## src/rtl/pipe_stall_ctrl_pkg.sv

```systemverilog
// Shared types for the pipeline stall controller: stall codes, FSM states and
// the per-stage stall vector.
package pipe_stall_ctrl_pkg;

  localparam int unsigned XLEN = 64;

  // Per-register stall code: load next value, hold current, or insert a bubble.
  typedef enum logic [1:0] {
    StallNext = 2'b00,
    StallKeep = 2'b01,
    StallZero = 2'b10
  } stall_e;

  typedef enum logic [0:0] {
    StRun       = 1'b0,
    StRedirPend = 1'b1
  } state_e;

  typedef struct packed {
    stall_e pc;
    stall_e if_id;
    stall_e id_ex;
    stall_e ex_me;
    stall_e me_wb;
  } stall_vec_t;

  function automatic stall_vec_t stall_vec(stall_e pc, stall_e if_id, stall_e id_ex,
                                           stall_e ex_me, stall_e me_wb);
    stall_vec_t v;
    v.pc    = pc;
    v.if_id = if_id;
    v.id_ex = id_ex;
    v.ex_me = ex_me;
    v.me_wb = me_wb;
    return v;
  endfunction

endpackage

```

## src/rtl/pipe_stall_ctrl_if.sv

```systemverilog
// Hazard inputs and stall/redirect outputs between the pipeline and the
// stall controller. The pipeline side is the master, the controller the slave.
interface pipe_stall_ctrl_if #(
  parameter int unsigned CNT_W = 32
);
  import pipe_stall_ctrl_pkg::*;

  logic             imem_busy;
  logic             dmem_busy;
  logic             ex_busy;
  logic             load_use;
  logic             br_taken;
  logic [XLEN-1:0]  br_target;
  logic [1:0]       pc_stall;
  logic [1:0]       if_id_stall;
  logic [1:0]       id_ex_stall;
  logic [1:0]       ex_me_stall;
  logic [1:0]       me_wb_stall;
  logic             redirect_vld;
  logic [XLEN-1:0]  redirect_pc;
  logic             bus_timeout;
  logic [CNT_W-1:0] stall_cnt;

  modport master (
    output imem_busy, dmem_busy, ex_busy, load_use, br_taken, br_target,
    input  pc_stall, if_id_stall, id_ex_stall, ex_me_stall, me_wb_stall,
    input  redirect_vld, redirect_pc, bus_timeout, stall_cnt
  );

  modport slave (
    input  imem_busy, dmem_busy, ex_busy, load_use, br_taken, br_target,
    output pc_stall, if_id_stall, id_ex_stall, ex_me_stall, me_wb_stall,
    output redirect_vld, redirect_pc, bus_timeout, stall_cnt
  );

endinterface

```

## src/rtl/pipe_stall_ctrl_bus_watchdog.sv

```systemverilog
// Counts consecutive bus-busy cycles and raises a sticky timeout flag once
// TIMEOUT_CYC busy cycles have elapsed. Only reset clears the flag.
module pipe_stall_ctrl_bus_watchdog
  import pipe_stall_ctrl_pkg::*;
#(
  parameter int unsigned TIMEOUT_CYC = 1024,
  parameter int unsigned CNT_W       = 32
) (
  input  logic clk,
  input  logic rst,
  input  logic busy,
  output logic bus_timeout
);

  logic [CNT_W-1:0] wait_cnt_q;
  logic             timeout_q;

  // Saturating busy-cycle counter plus sticky flag.
  always_ff @(posedge clk) begin
    if (rst) begin
      wait_cnt_q <= '0;
      timeout_q  <= 1'b0;
    end else begin
      if (!busy) begin
        wait_cnt_q <= '0;
      end else if (wait_cnt_q != CNT_W'(TIMEOUT_CYC)) begin
        wait_cnt_q <= wait_cnt_q + CNT_W'(1);
      end
      if (busy && (wait_cnt_q == CNT_W'(TIMEOUT_CYC - 1))) begin
        timeout_q <= 1'b1;
      end
    end
  end

  assign bus_timeout = timeout_q;

endmodule

```

## src/rtl/pipe_stall_ctrl.sv

```systemverilog
// Central hazard/stall scheduler for the 5-stage pipeline. Resolves hazards by
// fixed priority and parks a branch redirect that lands during an I-fetch wait.
// Optional feature macro: STALL_PERF_EN adds a PC-hold cycle counter.
module pipe_stall_ctrl
  import pipe_stall_ctrl_pkg::*;
#(
  parameter int unsigned TIMEOUT_CYC = 1024,
  parameter int unsigned CNT_W       = 32
) (
  input  logic             clk,
  input  logic             rst,
  pipe_stall_ctrl_if.slave bus
);

  state_e          state_q, state_d;
  logic [XLEN-1:0] pend_pc_q, pend_pc_d;
  stall_vec_t      stall;
  logic            hold;

  // Back-end stalls (dmem/ex) freeze everything, including redirect handling.
  assign hold = bus.dmem_busy | bus.ex_busy;

  // State register and parked redirect target.
  always_ff @(posedge clk) begin
    if (rst) begin
      state_q   <= StRun;
      pend_pc_q <= '0;
    end else begin
      state_q   <= state_d;
      pend_pc_q <= pend_pc_d;
    end
  end

  // Next state: park a redirect while the wrong-path fetch drains.
  always_comb begin
    state_d   = state_q;
    pend_pc_d = pend_pc_q;
    unique case (state_q)
      StRun: begin
        if (!hold && bus.br_taken && bus.imem_busy) begin
          state_d   = StRedirPend;
          pend_pc_d = bus.br_target;
        end
      end
      StRedirPend: begin
        if (!hold) begin
          if (!bus.imem_busy) begin
            state_d = StRun;
          end else if (bus.br_taken) begin
            pend_pc_d = bus.br_target;
          end
        end
      end
      default: state_d = StRun;
    endcase
  end

  // Outputs: fixed-priority stall codes and redirect.
  always_comb begin
    stall            = stall_vec(StallNext, StallNext, StallNext, StallNext, StallNext);
    bus.redirect_vld = 1'b0;
    bus.redirect_pc  = '0;
    if (rst) begin
      stall = stall_vec(StallZero, StallZero, StallZero, StallZero, StallZero);
    end else if (bus.dmem_busy) begin
      stall = stall_vec(StallKeep, StallKeep, StallKeep, StallKeep, StallZero);
    end else if (bus.ex_busy) begin
      stall = stall_vec(StallKeep, StallKeep, StallKeep, StallZero, StallNext);
    end else if (state_q == StRedirPend) begin
      if (bus.imem_busy) begin
        stall = stall_vec(StallKeep, StallZero, StallNext, StallNext, StallNext);
      end else begin
        stall            = stall_vec(StallNext, StallZero, StallNext, StallNext, StallNext);
        bus.redirect_vld = 1'b1;
        bus.redirect_pc  = pend_pc_q;
      end
    end else if (bus.br_taken) begin
      if (bus.imem_busy) begin
        // Fetch in flight is wrong-path: hold PC until it returns.
        stall = stall_vec(StallKeep, StallZero, StallZero, StallNext, StallNext);
      end else begin
        stall            = stall_vec(StallNext, StallZero, StallZero, StallNext, StallNext);
        bus.redirect_vld = 1'b1;
        bus.redirect_pc  = bus.br_target;
      end
    end else if (bus.load_use) begin
      stall = stall_vec(StallKeep, StallKeep, StallZero, StallNext, StallNext);
    end else if (bus.imem_busy) begin
      stall = stall_vec(StallKeep, StallZero, StallNext, StallNext, StallNext);
    end
  end

  assign bus.pc_stall    = stall.pc;
  assign bus.if_id_stall = stall.if_id;
  assign bus.id_ex_stall = stall.id_ex;
  assign bus.ex_me_stall = stall.ex_me;
  assign bus.me_wb_stall = stall.me_wb;

  pipe_stall_ctrl_bus_watchdog #(
    .TIMEOUT_CYC(TIMEOUT_CYC),
    .CNT_W      (CNT_W)
  ) u_bus_watchdog (
    .clk        (clk),
    .rst        (rst),
    .busy       (bus.imem_busy | bus.dmem_busy),
    .bus_timeout(bus.bus_timeout)
  );

`ifdef STALL_PERF_EN
  logic [CNT_W-1:0] stall_cnt_q;

  // Count cycles in which the PC is held.
  always_ff @(posedge clk) begin
    if (rst) begin
      stall_cnt_q <= '0;
    end else if (stall.pc == StallKeep) begin
      stall_cnt_q <= stall_cnt_q + CNT_W'(1);
    end
  end

  assign bus.stall_cnt = stall_cnt_q;
`else
  assign bus.stall_cnt = '0;
`endif

endmodule
```

## src/flat_wrapper.sv

```systemverilog
// flat-port wrapper written by rule: the top's interface ports become plain ports
module pipe_stall_ctrl_flat import pipe_stall_ctrl_pkg::*;
#(
  parameter int unsigned TIMEOUT_CYC = 1024,
  parameter int unsigned CNT_W       = 32
)
  (clk, rst, bus_imem_busy, bus_dmem_busy, bus_ex_busy, bus_load_use, bus_br_taken, bus_br_target, bus_pc_stall, bus_if_id_stall, bus_id_ex_stall, bus_ex_me_stall, bus_me_wb_stall, bus_redirect_vld, bus_redirect_pc, bus_bus_timeout, bus_stall_cnt);
  pipe_stall_ctrl_if #(.CNT_W(CNT_W)) bus_i ();
  input  logic clk;
  input  logic rst;
  input wire logic [$bits(bus_i.imem_busy)-1:0] bus_imem_busy;
  input wire logic [$bits(bus_i.dmem_busy)-1:0] bus_dmem_busy;
  input wire logic [$bits(bus_i.ex_busy)-1:0] bus_ex_busy;
  input wire logic [$bits(bus_i.load_use)-1:0] bus_load_use;
  input wire logic [$bits(bus_i.br_taken)-1:0] bus_br_taken;
  input wire logic [$bits(bus_i.br_target)-1:0] bus_br_target;
  output wire logic [$bits(bus_i.pc_stall)-1:0] bus_pc_stall;
  output wire logic [$bits(bus_i.if_id_stall)-1:0] bus_if_id_stall;
  output wire logic [$bits(bus_i.id_ex_stall)-1:0] bus_id_ex_stall;
  output wire logic [$bits(bus_i.ex_me_stall)-1:0] bus_ex_me_stall;
  output wire logic [$bits(bus_i.me_wb_stall)-1:0] bus_me_wb_stall;
  output wire logic [$bits(bus_i.redirect_vld)-1:0] bus_redirect_vld;
  output wire logic [$bits(bus_i.redirect_pc)-1:0] bus_redirect_pc;
  output wire logic [$bits(bus_i.bus_timeout)-1:0] bus_bus_timeout;
  output wire logic [$bits(bus_i.stall_cnt)-1:0] bus_stall_cnt;
  assign bus_i.imem_busy = bus_imem_busy;
  assign bus_i.dmem_busy = bus_dmem_busy;
  assign bus_i.ex_busy = bus_ex_busy;
  assign bus_i.load_use = bus_load_use;
  assign bus_i.br_taken = bus_br_taken;
  assign bus_i.br_target = bus_br_target;
  assign bus_pc_stall = bus_i.pc_stall;
  assign bus_if_id_stall = bus_i.if_id_stall;
  assign bus_id_ex_stall = bus_i.id_ex_stall;
  assign bus_ex_me_stall = bus_i.ex_me_stall;
  assign bus_me_wb_stall = bus_i.me_wb_stall;
  assign bus_redirect_vld = bus_i.redirect_vld;
  assign bus_redirect_pc = bus_i.redirect_pc;
  assign bus_bus_timeout = bus_i.bus_timeout;
  assign bus_stall_cnt = bus_i.stall_cnt;
  pipe_stall_ctrl #(.TIMEOUT_CYC(TIMEOUT_CYC), .CNT_W(CNT_W)) u_core (.clk(clk), .rst(rst), .bus(bus_i));
endmodule
```

## config.mk

```make
export PLATFORM = sky130hd
export DESIGN_NAME = pipe_stall_ctrl_flat
export DESIGN_NICKNAME = d
export VERILOG_FILES = /design/src/rtl/pipe_stall_ctrl_pkg.sv /design/src/rtl/pipe_stall_ctrl_if.sv /design/src/rtl/pipe_stall_ctrl_bus_watchdog.sv /design/src/rtl/pipe_stall_ctrl.sv /design/src/flat_wrapper.sv
export SDC_FILE = /design/constraint.sdc
export NUM_CORES = 1
export LEC_CHECK = 0
export CORE_UTILIZATION = 46
export DETAILED_ROUTE_END_ITERATION = 10
export PLACE_DENSITY_LB_ADDON = 0.08
export REMOVE_ABC_BUFFERS = 1
export SLEW_MARGIN = 20
export SYNTH_ARGS = -nofsm -noshare
export SYNTH_HDL_FRONTEND = slang
export SYNTH_HIERARCHICAL = 1
export SYNTH_SLANG_ARGS = --single-unit
export TNS_END_PERCENT = 50
```

## constraint.sdc

```tcl
create_clock -name clk -period 2.8 [get_ports clk]
set_clock_uncertainty 0.1 [all_clocks]
set_input_delay 0.56 -clock clk [delete_from_list [all_inputs] [get_ports clk]]
set_output_delay 0.56 -clock clk [all_outputs]
set_load 0.02 [all_outputs]
```

**Word-level counts from Yosys, hierarchy flattened**

Cells that the tools add are included.

- Bits in registers: 98
- Bits of input ports: 71
- Output and inout port bits: 108
- Logic and storage cells: 52

- $add $sub $neg: 1
- Equal/unequal tests: 6
- Muxes and demuxes: 31
- Bitwise operators: 4
- Reduce and logical (&&, ||, !) cells: 6

Operator list:

| cell | number |
|---|---|
| $mux 64 | 11 |
| $pmux 64 s2 | 1 |
| $mux 10 | 6 |
| $add 32x1->32 const B | 1 |
| $eq 32x10->1 const B | 1 |
| $ne 32x11->1 const B | 1 |
| $mux 9 | 3 |
| $mux 1 | 9 |
| $ne 2x2->1 const B | 3 |
| $reduce_and 4->1 | 1 |
| $logic_and 1x1->1 | 3 |
| $ne 2x1->1 const B | 1 |
| $not 1->1 | 2 |
| $or 1x1->1 | 2 |
| $pmux 1 s2 | 1 |
| $reduce_or 2->1 | 1 |
| $logic_not 1->1 | 1 |

**Depth between registers and ports, before layout**

Gate-level depths: netlist (run 1).

- Depth in word-level cells: 7
- Gate-level depth with buffers: 6
- Depth with buffers taken out: 5

**Modules after synthesis**

Netlist (run 1), hierarchy kept.

Modules (own cells, without submodules):

| module | instances | cells an instance | area each (um2) | seq. area each (um2) |
|---|---|---|---|---|
| pipe_stall_ctrl | 1 | 488 | 3505.9 | 1301.2 |
| pipe_stall_ctrl_bus_watchdog | 1 | 199 | 1641.6 | 660.6 |

**Least setup slack after synthesis (run 1)**

OpenSTA, ideal clock, no wires.

- Path kind: input port to output port
- Start: input rst
- End: output bus_redirect_pc[11]
- Arrival time: 1.539 ns
- Required time: 2.140 ns
- Setup slack: 0.601 ns
- Stages on the path: 4
- Path buffers: 2
- Path through: or3_1 -> buf_6 -> buf_2 -> nor2_1

- Word-level cells in the longest chain between the ends: 1

RTL lines:

| item | RTL line | RTL |
|---|---|---|
| start, declared | flat_wrapper.sv:10 | `input logic rst;` |
| $mux 64 | pipe_stall_ctrl.sv:63 | `if (rst) begin` |
| end, declared | flat_wrapper.sv:23 | `output wire logic [$bits(bus_i.redirect_pc)-1:0] bus_redirect_pc;` |

No other way between the ends.

**Final worst setup path (run 1)**

- Start: input bus_br_taken
- End: output bus_redirect_pc[11]

- Word-level cells in the longest chain between the ends: 5

RTL lines:

| item | RTL line | RTL |
|---|---|---|
| start, declared | flat_wrapper.sv:15 | `input wire logic [$bits(bus_i.br_taken)-1:0] bus_br_taken;` |
| $mux 64 | pipe_stall_ctrl.sv:77 | `end else if (bus.br_taken) begin` |
| $mux 64 | pipe_stall_ctrl.sv:69 | `end else if (state_q == StRedirPend) begin` |
| $mux 64 | pipe_stall_ctrl.sv:67 | `end else if (bus.ex_busy) begin` |
| $mux 64 | pipe_stall_ctrl.sv:65 | `end else if (bus.dmem_busy) begin` |
| $mux 64 | pipe_stall_ctrl.sv:63 |  |

No other way between the ends.

==> flow_results.org, run 1 <==
** Outcome
- Outcome :: complete, no violations

** Cells and area
- Fill cells in the final layout number 1012.
- Final core area utilization :: 0.611
- In the final layout, the share of cells above drive strength 1 is 0.136.
- Relative to the synthesized area, the layout overhead comes to 29.2%.
- Area of the multi-input gates :: 2730 um2
- Registers take 1960 um2.
- 0 antenna diodes ended up in the layout.
- The final layout contains 888 nets.

** Yosys
- Sequential element share of the synthesized area :: 0.381
- Netlist area before placement :: 5150 um2
- Sorting the synthesized cells by area gives the leading types as dfxtp_1 38%, nand2_1 11%, a22oi_1 9.3%.
- Total of flip-flops plus latches after synthesis :: 98
- Post-Syn Instances :: 687
- Dominant synthesized flop cell :: dfxtp_1
- After synthesis, the netlist uses 40 different library cells.
- Post-synth ARST share :: 0
- Number of warnings printed during yosys synthesis :: 6
- Summed over all instances, the cell type with the most area after synthesis is dfxtp_1.
- Number of synthesized flops with an enable pin :: 0
- Per-instance average area after synthesis :: 7.49 um2
- Area share of the largest cell type after synthesis :: 0.381

** Floorplan
- The die is 108 um tall.
- For this configuration, the core starts out at a cell density of 0.473.
- Area of the placeable core :: 10900 um2
- The die covers 11600 um2.
- Site Rows :: 38
- The floorplan step set the die width to 108 um.
- Number of top-level pins :: 179

** Worst setup path
- In this run the worst setup path begins at bus_br_taken.
- In this run the critical register-to-register path is launched from u_core/u_bus_watchdog/wait_cnt_q[2].
- Worst EP required :: 2.14 ns
- Crit path max-delay cell type :: clkdlybuf4s50_1
- Largest fanout on the critical path :: 16
- The critical path goes through clkdlybuf4s50_1 > nor3b_4 > buf_4 > buf_8 > a22oi_1 > nor2_1 > clkdlybuf4s15_2.
- Biggest cell delay along the critical path :: 0.49 ns
- Kind of end point of the critical path :: output pin
- Class of the most critical setup path :: input pin to output pin
- Critical Path Source Type :: input pin
- For the worst setup path, the data arrival time is 2.08 ns.

** Clocking
- Post-CTS clock slew at the launch and capture registers of the worst setup and hold paths :: 0.09 ns
- Clock tree from TritonCTS :: built
- Clock latency at the later pin of the worst-skew pair :: 0.35 ns
- The tree built by TritonCTS fans out to 98 sinks.
- H-tree Lvls :: 3
- Root Buffer :: clkbuf_8
- TritonCTS created 9 clock buffers.
- Counting along the longest clock path gives a buffer depth of 2.

** GRT
- First-pass GRT wire length :: 23400 um
- The total overflow left after global routing is 0.
- The number of global-route vias before repair was 4716.
- The number of antenna violations at the first check in global routing was 0.
- Maximum number of pins on one net before global-route repair :: 65
- In the global route stage, overall resource usage came out at 0.249.

** Pwr
- Across the VDD grid, the largest voltage drop is 222 uV.
- Areal power density over the cells :: 409 nW/um2
- In this run the static leakage power is 2.40 nW.
- PnR Total Power :: 0.00272 W

** Timing
- For this run, the top clock speed supported by timing is 0.365 GHz.
- Final setup vio count :: 0
- At the pin with the least slew margin, the transition time is 0.639 ns.
- The max-slew violation count is 0.
- RSZ-0062 raised after global routing :: yes
- Relative slew margins :: 0.574
- In the finished design, the share of the clock period the worst path needs comes to 0.979.
- Number of hold violations in the final report :: 0
- Subtracting the final worst setup slack from the clock period gives 2.74 ns.

** Route
- Initial detailed-routing violation count :: 444
- Dividing the detail-routed wire length by the instance count gives 15.1 um.
- Count of TritonRoute iterations in the first routing pass :: 7
- Remaining DRCs :: 0
- Once detail routing completed, the nets flagged for antenna violations numbered 0.
- Vias per cell :: 5.44
- For this block, the routed nets add up to 14400 um of wire.
- The routed layout has 5216 vias.

** Hold path
- Worst hold start :: u_core/pend_pc_q[59]
- The path class of the tightest hold or removal check is register to register.

** Run
- Total of max-cap violations :: 0

** Place
- Number of buffers inserted by port buffering :: 145
- The congestion estimate from routability-driven global placement came to 0.807.
- Detailed placement ended at an HPWL of 9470 um.
[cells by family after synthesis]
family | after synthesis | share of synthesized area
AO/OA/AOI/OAI | 172 | 0.205
other | 1 | 0.000729
AND/OR/NAND/NOR | 305 | 0.266
adder cells (fa/ha/maj) | 2 | 0.00486
multiplexers | 3 | 0.00583
XOR/XNOR | 11 | 0.0187
buffers and inverters | 95 | 0.117
flip-flops | 98 | 0.381
[stage by stage]
| stage | setup TNS, ns | hold slack [ns] | worst slack [ns] | instances | area, um2 |
|---|---|---|---|---|---|
| floorplan | -162.74 | 0.331 | -2.54 | 633 | 4700 |
| global placement | -18.47 | 0.340 | -0.307 | 937 | 6540 |
| detailed placement | -19.55 | 0.349 | -0.331 | 937 | 6540 |
| CTS | -0.0541 | 0.361 | -0.0249 | 957 | 6900 |
| global route | -0.0718 | 0.378 | -0.0170 | 958 | 6650 |
| finish | 0 | 0.360 | 0.0590 | 958 | 6650 |
[Yosys cell counts, types with 11 or more instances]
cell / instances
dfxtp_1: 98
buf_4: 46
nor2_1: 80
clkbuf_1: 14
or3_1: 11
a21oi_1: 84
or4_1: 11
a22oi_1: 64
o21ai_0: 11
nand3_1: 14
nand2_1: 145
buf_2: 18
[path summary, 6_finish.rpt]
kind,to,slack (ns),depth (start not counted)
max,bus_redirect_pc[11],0.06,7
min,u_core/pend_pc_q[59],0.36,2
max reg2reg,u_core/u_bus_watchdog/wait_cnt_q[23],0.43,4
min reg2reg,u_core/pend_pc_q[59],0.36,2
[cells in the final DEF, fill, tap and decap left out, types with 2 or more instances in the layout]
cell	netlist	routed
a21o_1	2	2
a21oi_1	84	84
a22oi_1	64	64
and3_1	4	4
and4_1	3	3
buf_12	0	6
buf_16	0	2
buf_2	18	50
buf_4	46	13
buf_6	7	3
clkbuf_8	0	9
clkdlybuf4s15_2	0	15
clkdlybuf4s50_1	0	73
clkinvlp_4	0	2
conb_1	1	33
dfxtp_1	98	98
dlygate4sd2_1	0	6
ha_1	2	2
inv_1	9	9
mux2i_1	3	3
nand2_1	145	145
nand2b_1	3	3
nand3_1	14	14
nand4_1	9	9
nor2_1	80	80
nor3_1	7	7
nor4_1	8	8
o21ai_0	11	11
o31ai_1	7	7
or3_1	11	10
or4_1	11	11
xnor2_1	7	7
xor2_1	4	4
[power by group]
part | switching (W) | total [W] | leakage [nW] | internal [W]
clock | 0.000471 | 0.000878 | 0.0848 | 0.000407
combinational | 0.000229 | 0.000415 | 1.52 | 0.000186
sequential | 0.0000150 | 0.00143 | 0.792 | 0.00142
[worst max-delay path, delay by kind of cell]
| family | cells | cell delay, ns |
|---|---|---|
| buf+inv | 4 | 1.06 |
| simple gates | 2 | 0.35 |
| compound gates | 1 | 0.10 |
[layer usage]
layer,track usage,vias up,wire [um]
met5,0,-,0
met4,0.0822,0,241
met3,0.0430,15,994
met2,0.396,195,6750
met1,0.340,2441,6440
li1,-,2565,-
[repair_timing]
action	4_1_cts	5_1_grt
cloned	3	0
resized for setup	208	49
pin swaps	0	0
setup buffers	3	1
endpoints found under the setup margin	69	63
hold buffers	0	0
[sequential cells by signal, indices dropped and copies added (netlist names)]
signal,flops
u_core/u_bus_watchdog/wait_cnt_q,32
u_core/state_q,1
u_core/pend_pc_q,64
u_core/u_bus_watchdog/bus_timeout,1
[cell type report]
| cell class | count | share of cell area |
|---|---|---|
| multi-input combinational | 526 | 0.410 |
| sequential | 98 | 0.295 |
| timing repair buffer | 171 | 0.236 |
| tap | 140 | 0.0263 |
| clock buffer | 10 | 0.0192 |
| clock inverter | 4 | 0.00809 |
| inverter | 9 | 0.00508 |
(Power assumes the default switching activity.)
==> run 2, diff against run 1 <==
- SYNTH_HIERARCHICAL: 1 -> not set
==> flow_results.org, run 2 <==
** Outcome
- The run finished with clean final reports.

** Pwr
- Dividing total power by cell area gives a power density of 423 nW/um2.
- The share of total power dissipated in combinational logic is 0.149.
- IR analysis of the VDD net gives a maximum drop of 297 uV.
- The share of total power dissipated in sequential elements is 0.496.
- The share of total power dissipated in the clock network is 0.355.
- In this run the power spent charging and discharging nets is 0.000747 W.
- Leakage Power :: 2.42 nW
- The internal power of the cells totals 0.00214 W.
- Net switching fraction of the power :: 0.259

** Yosys
- Sequential element share of the synthesized area :: 0.388
- Post-synth ARST share :: 0
- Synthesis handed over a netlist of 690 instances.
- The share of synthesized area in the top cell type comes to 0.388.
- Per-instance average area after synthesis :: 7.32 um2
- After synthesis the netlist holds a flip-flop and latch count of 98.
- The cell area that synthesis handed to floorplanning was 5050 um2.
- Number of synthesized flops with an enable pin :: 0
- Netlist cell types :: 41
- Number of warnings printed during yosys synthesis :: 0
- In the synthesized netlist, the cells that appear most often are 140 x nand2_1, 98 x dfxtp_1, 87 x a21oi_1, 85 x nor2_1, 64 x a22oi_1.
- Top post-synthesis cells by area :: dfxtp_1 39%, nand2_1 10%, a22oi_1 9.5%
- The biggest area contributor in the post-synthesis netlist is dfxtp_1.
- Dominant synthesized flop cell :: dfxtp_1
- Among all cell types in the netlist, the one instantiated most often is nand2_1.

** Floorplan
- The floorplan has 37 rows.
- Measured along the x axis, the die boundary spans 107 um.
- Die height :: 107 um
- Initial core utilization :: 0.481
- Area of the placeable core :: 10500 um2
- Number of top-level pins :: 179
- Total Die Area :: 11400 um2

** Clocking
- Total clock sinks :: 98
- CTS placed an instance of clkbuf_8 at the clock tree root.
- Number of buffers created by CTS :: 9
- The H-tree generated during clock tree synthesis spans 3 levels.
- Buffers inserted to repair hold after CTS numbered 0.
- The longest clock path from root to sink contains 2 buffers.
- TritonCTS built the clock tree.
- Clock latency at the later pin of the worst-skew pair :: 0.37 ns
- Clock-pin slew was measured on the worst setup and hold paths at 0.08 ns.

** Timing
- At the pin with the least slew margin, the transition time is 0.752 ns.
- Setup repair after global routing left no endpoint under its margin.
- The max-slew violation count is 0.
- Setup TNS after final layout :: 0 ns
- Share of the cycle needed by the critical path after routing :: 0.980
- Post-layout worst setup margin :: 0.0550 ns
- Final critical delay including setup and external delays :: 2.75 ns
- The final hold violation count came to 0.
- Static timing analysis puts the maximum clock frequency at 0.364 GHz.
- Final setup vio count :: 0
- The worst pin sits at a relative slew slack of 0.497.

** Cells and area
- The register with the most flip-flops in the final layout is u_core.pend_pc_q.
- Number of flip-flops under the largest register name :: 64
- Net count, final :: 892
- Most frequent standard cell in the layout excluding fill and tap cells :: nand2_1
- The top cell types in the final layout, fill and taps aside, are 140 x nand2_1, 98 x dfxtp_1, 87 x a21oi_1.
- Registers with the most flip-flops :: u_core.pend_pc_q (64), u_core.u_bus_watchdog.wait_cnt_q (32)
- Fraction of layout cells with a size suffix above 1 :: 0.146
- Diode insertion count for antenna repair :: 0
- Area growth from synthesis to layout :: 35.1%

** GRT
- Initial antenna violation count :: 1
- Maximum number of pins on one net before global-route repair :: 64
- Number of global-route vias before repair :: 4802
- Across every metal layer, demand over resource in global routing totals 0.266.
- Global routing finished with a remaining overflow of 0.
- The first global-routing pass estimated 24000 um of wire.

** Worst setup path
- Critical Path Source Type :: input pin
- Cell family contributing the most delay on the critical path :: buffers and inverters
- Critical path, cell by cell :: clkdlybuf4s50_1 > or3_4 > bufbuf_16 > nor2_1 > buf_2
- In this design, the stage delay of the slowest critical-path cell is 0.43 ns.
- By startpoint and endpoint, the worst setup path is classified as input pin to output pin.
- STA classifies the critical path endpoint as an output pin.
- Buffer and inverter count on the worst path :: 3
- At the worst endpoint, the arrival time is 2.09 ns.
- For the worst setup path, the data required time is 2.14 ns.
- Largest fanout on the critical path :: 31
- Crit path max-delay cell type :: clkdlybuf4s50_1

** Route
- Dividing the detail-routed wire length by the instance count gives 15.9 um.
- Count of TritonRoute iterations in the first routing pass :: 5
- Post-detailed-routing wire length :: 15200 um
- In the routed design, unresolved DRC markers number 0.
- Via count of the routed design :: 5330
- In this run the remaining antenna-violating nets after routing total 0.
- Vias per cell :: 5.55
- Initial detailed-routing violation count :: 395

** Place
- Number of buffers inserted by port buffering :: 145
- Once detailed placement completed, the half-perimeter wirelength came to 9640 um.
- Timing analysis after detailed placement gives a worst setup slack of -0.421 ns.
- Placer Congestion :: 0.852

** Run
- Total of max-cap violations :: 0

** Hold path
- Hold WC Path Type :: register to register
[run 2: cell types whose count changed after synthesis, moves of 5 or more]
cell      before  now
o21ai_0       11    3
nor2_1        80   85
nand2_1      145  140
buf_2         18    2
clkbuf_1      14   48
buf_6          7    1
buf_4         46   34
o21ai_1        0    6
[run 2: power groups by stage]
stage	Clock, W	Combinational, W	Sequential, W
floorplan	0	0.000173	0.00146
global placement	0	0.000394	0.00146
detailed placement	0	0.000398	0.00146
CTS	0.00104	0.000426	0.00143
global route	0.00110	0.000461	0.00143
finish	0.00103	0.000429	0.00143
[run 2: final cells by class]
type / instances / area, um2
well taps: 136 / 170
fillers: 945 / 3680
inverters: 5 / 18.8
clock inverters: 6 / 90.1
flip-flops and latches: 98 / 1960
repair buffers: 173 / 1680
clock buffers: 10 / 138
multi-input cells: 532 / 2770
[run 2: routing by layer]
metal / part of all wire / up-vias / track usage
met5: 0.00085 / - / 0
met4: 0.017 / 2 / 0.0783
met3: 0.060 / 21 / 0.0547
met2: 0.48 / 184 / 0.447
met1: 0.44 / 2521 / 0.342
li1: - / 2602 / -
[run 2: repair_timing]
action | in CTS | in global routing
endpoints found under the setup margin | 69 | 67
pin swaps | 0 | 1
gates cloned | 5 | 0
resized for setup | 210 | 31
setup buffers | 3 | 2
[run 2: logic make-up (layout without fill, tap and decap cells)]
family                   count (synthesis)  in the layout  share of synthesized area
buffers and inverters                   92            194                     0.0956
XOR/XNOR                                11             11                     0.0191
AO/OA/AOI/OAI                          176            176                      0.214
AND/OR/NAND/NOR                        309            309                      0.275
adder cells (fa/ha/maj)                  2              2                    0.00495
flip-flops                              98             98                      0.388
multiplexers                             1              1                    0.00198
other                                    1             33                   0.000742
[run 2: worst paths after layout]
check | end | startpoint | slack (ns) | depth (start not counted)
min | u_core.pend_pc_q[30] | u_core.pend_pc_q[30] | 0.36 | 2
max | bus_redirect_pc[41] | bus_dmem_busy | 0.05 | 5
max reg2reg | u_core.u_bus_watchdog.wait_cnt_q[24] | u_core.u_bus_watchdog.wait_cnt_q[0] | 0.28 | 5
min reg2reg | u_core.pend_pc_q[30] | u_core.pend_pc_q[30] | 0.36 | 2
[run 2: per-stage QoR]
step | std cells | utilization | instance area (um2) | hold slack, ns | power [W]
2_1_floorplan | 635 | - | 4710 | 0.331 | 0.00163
3_3_place_gp | 934 | 0.623 | 6540 | 0.341 | 0.00186
3_5_place_dp | 934 | 0.623 | 6540 | 0.347 | 0.00186
4_1_cts | 958 | 0.656 | 6900 | 0.360 | 0.00290
5_1_grt | 960 | 0.650 | 6830 | 0.376 | 0.00300
6_report | 960 | 0.650 | 6830 | 0.360 | 0.00289
[run 2: tightest hold or removal path, stage by stage (launching register included)]
cell     delay (ns)
dfxtp_1        0.32
nand2_1        0.05
a21oi_1        0.05
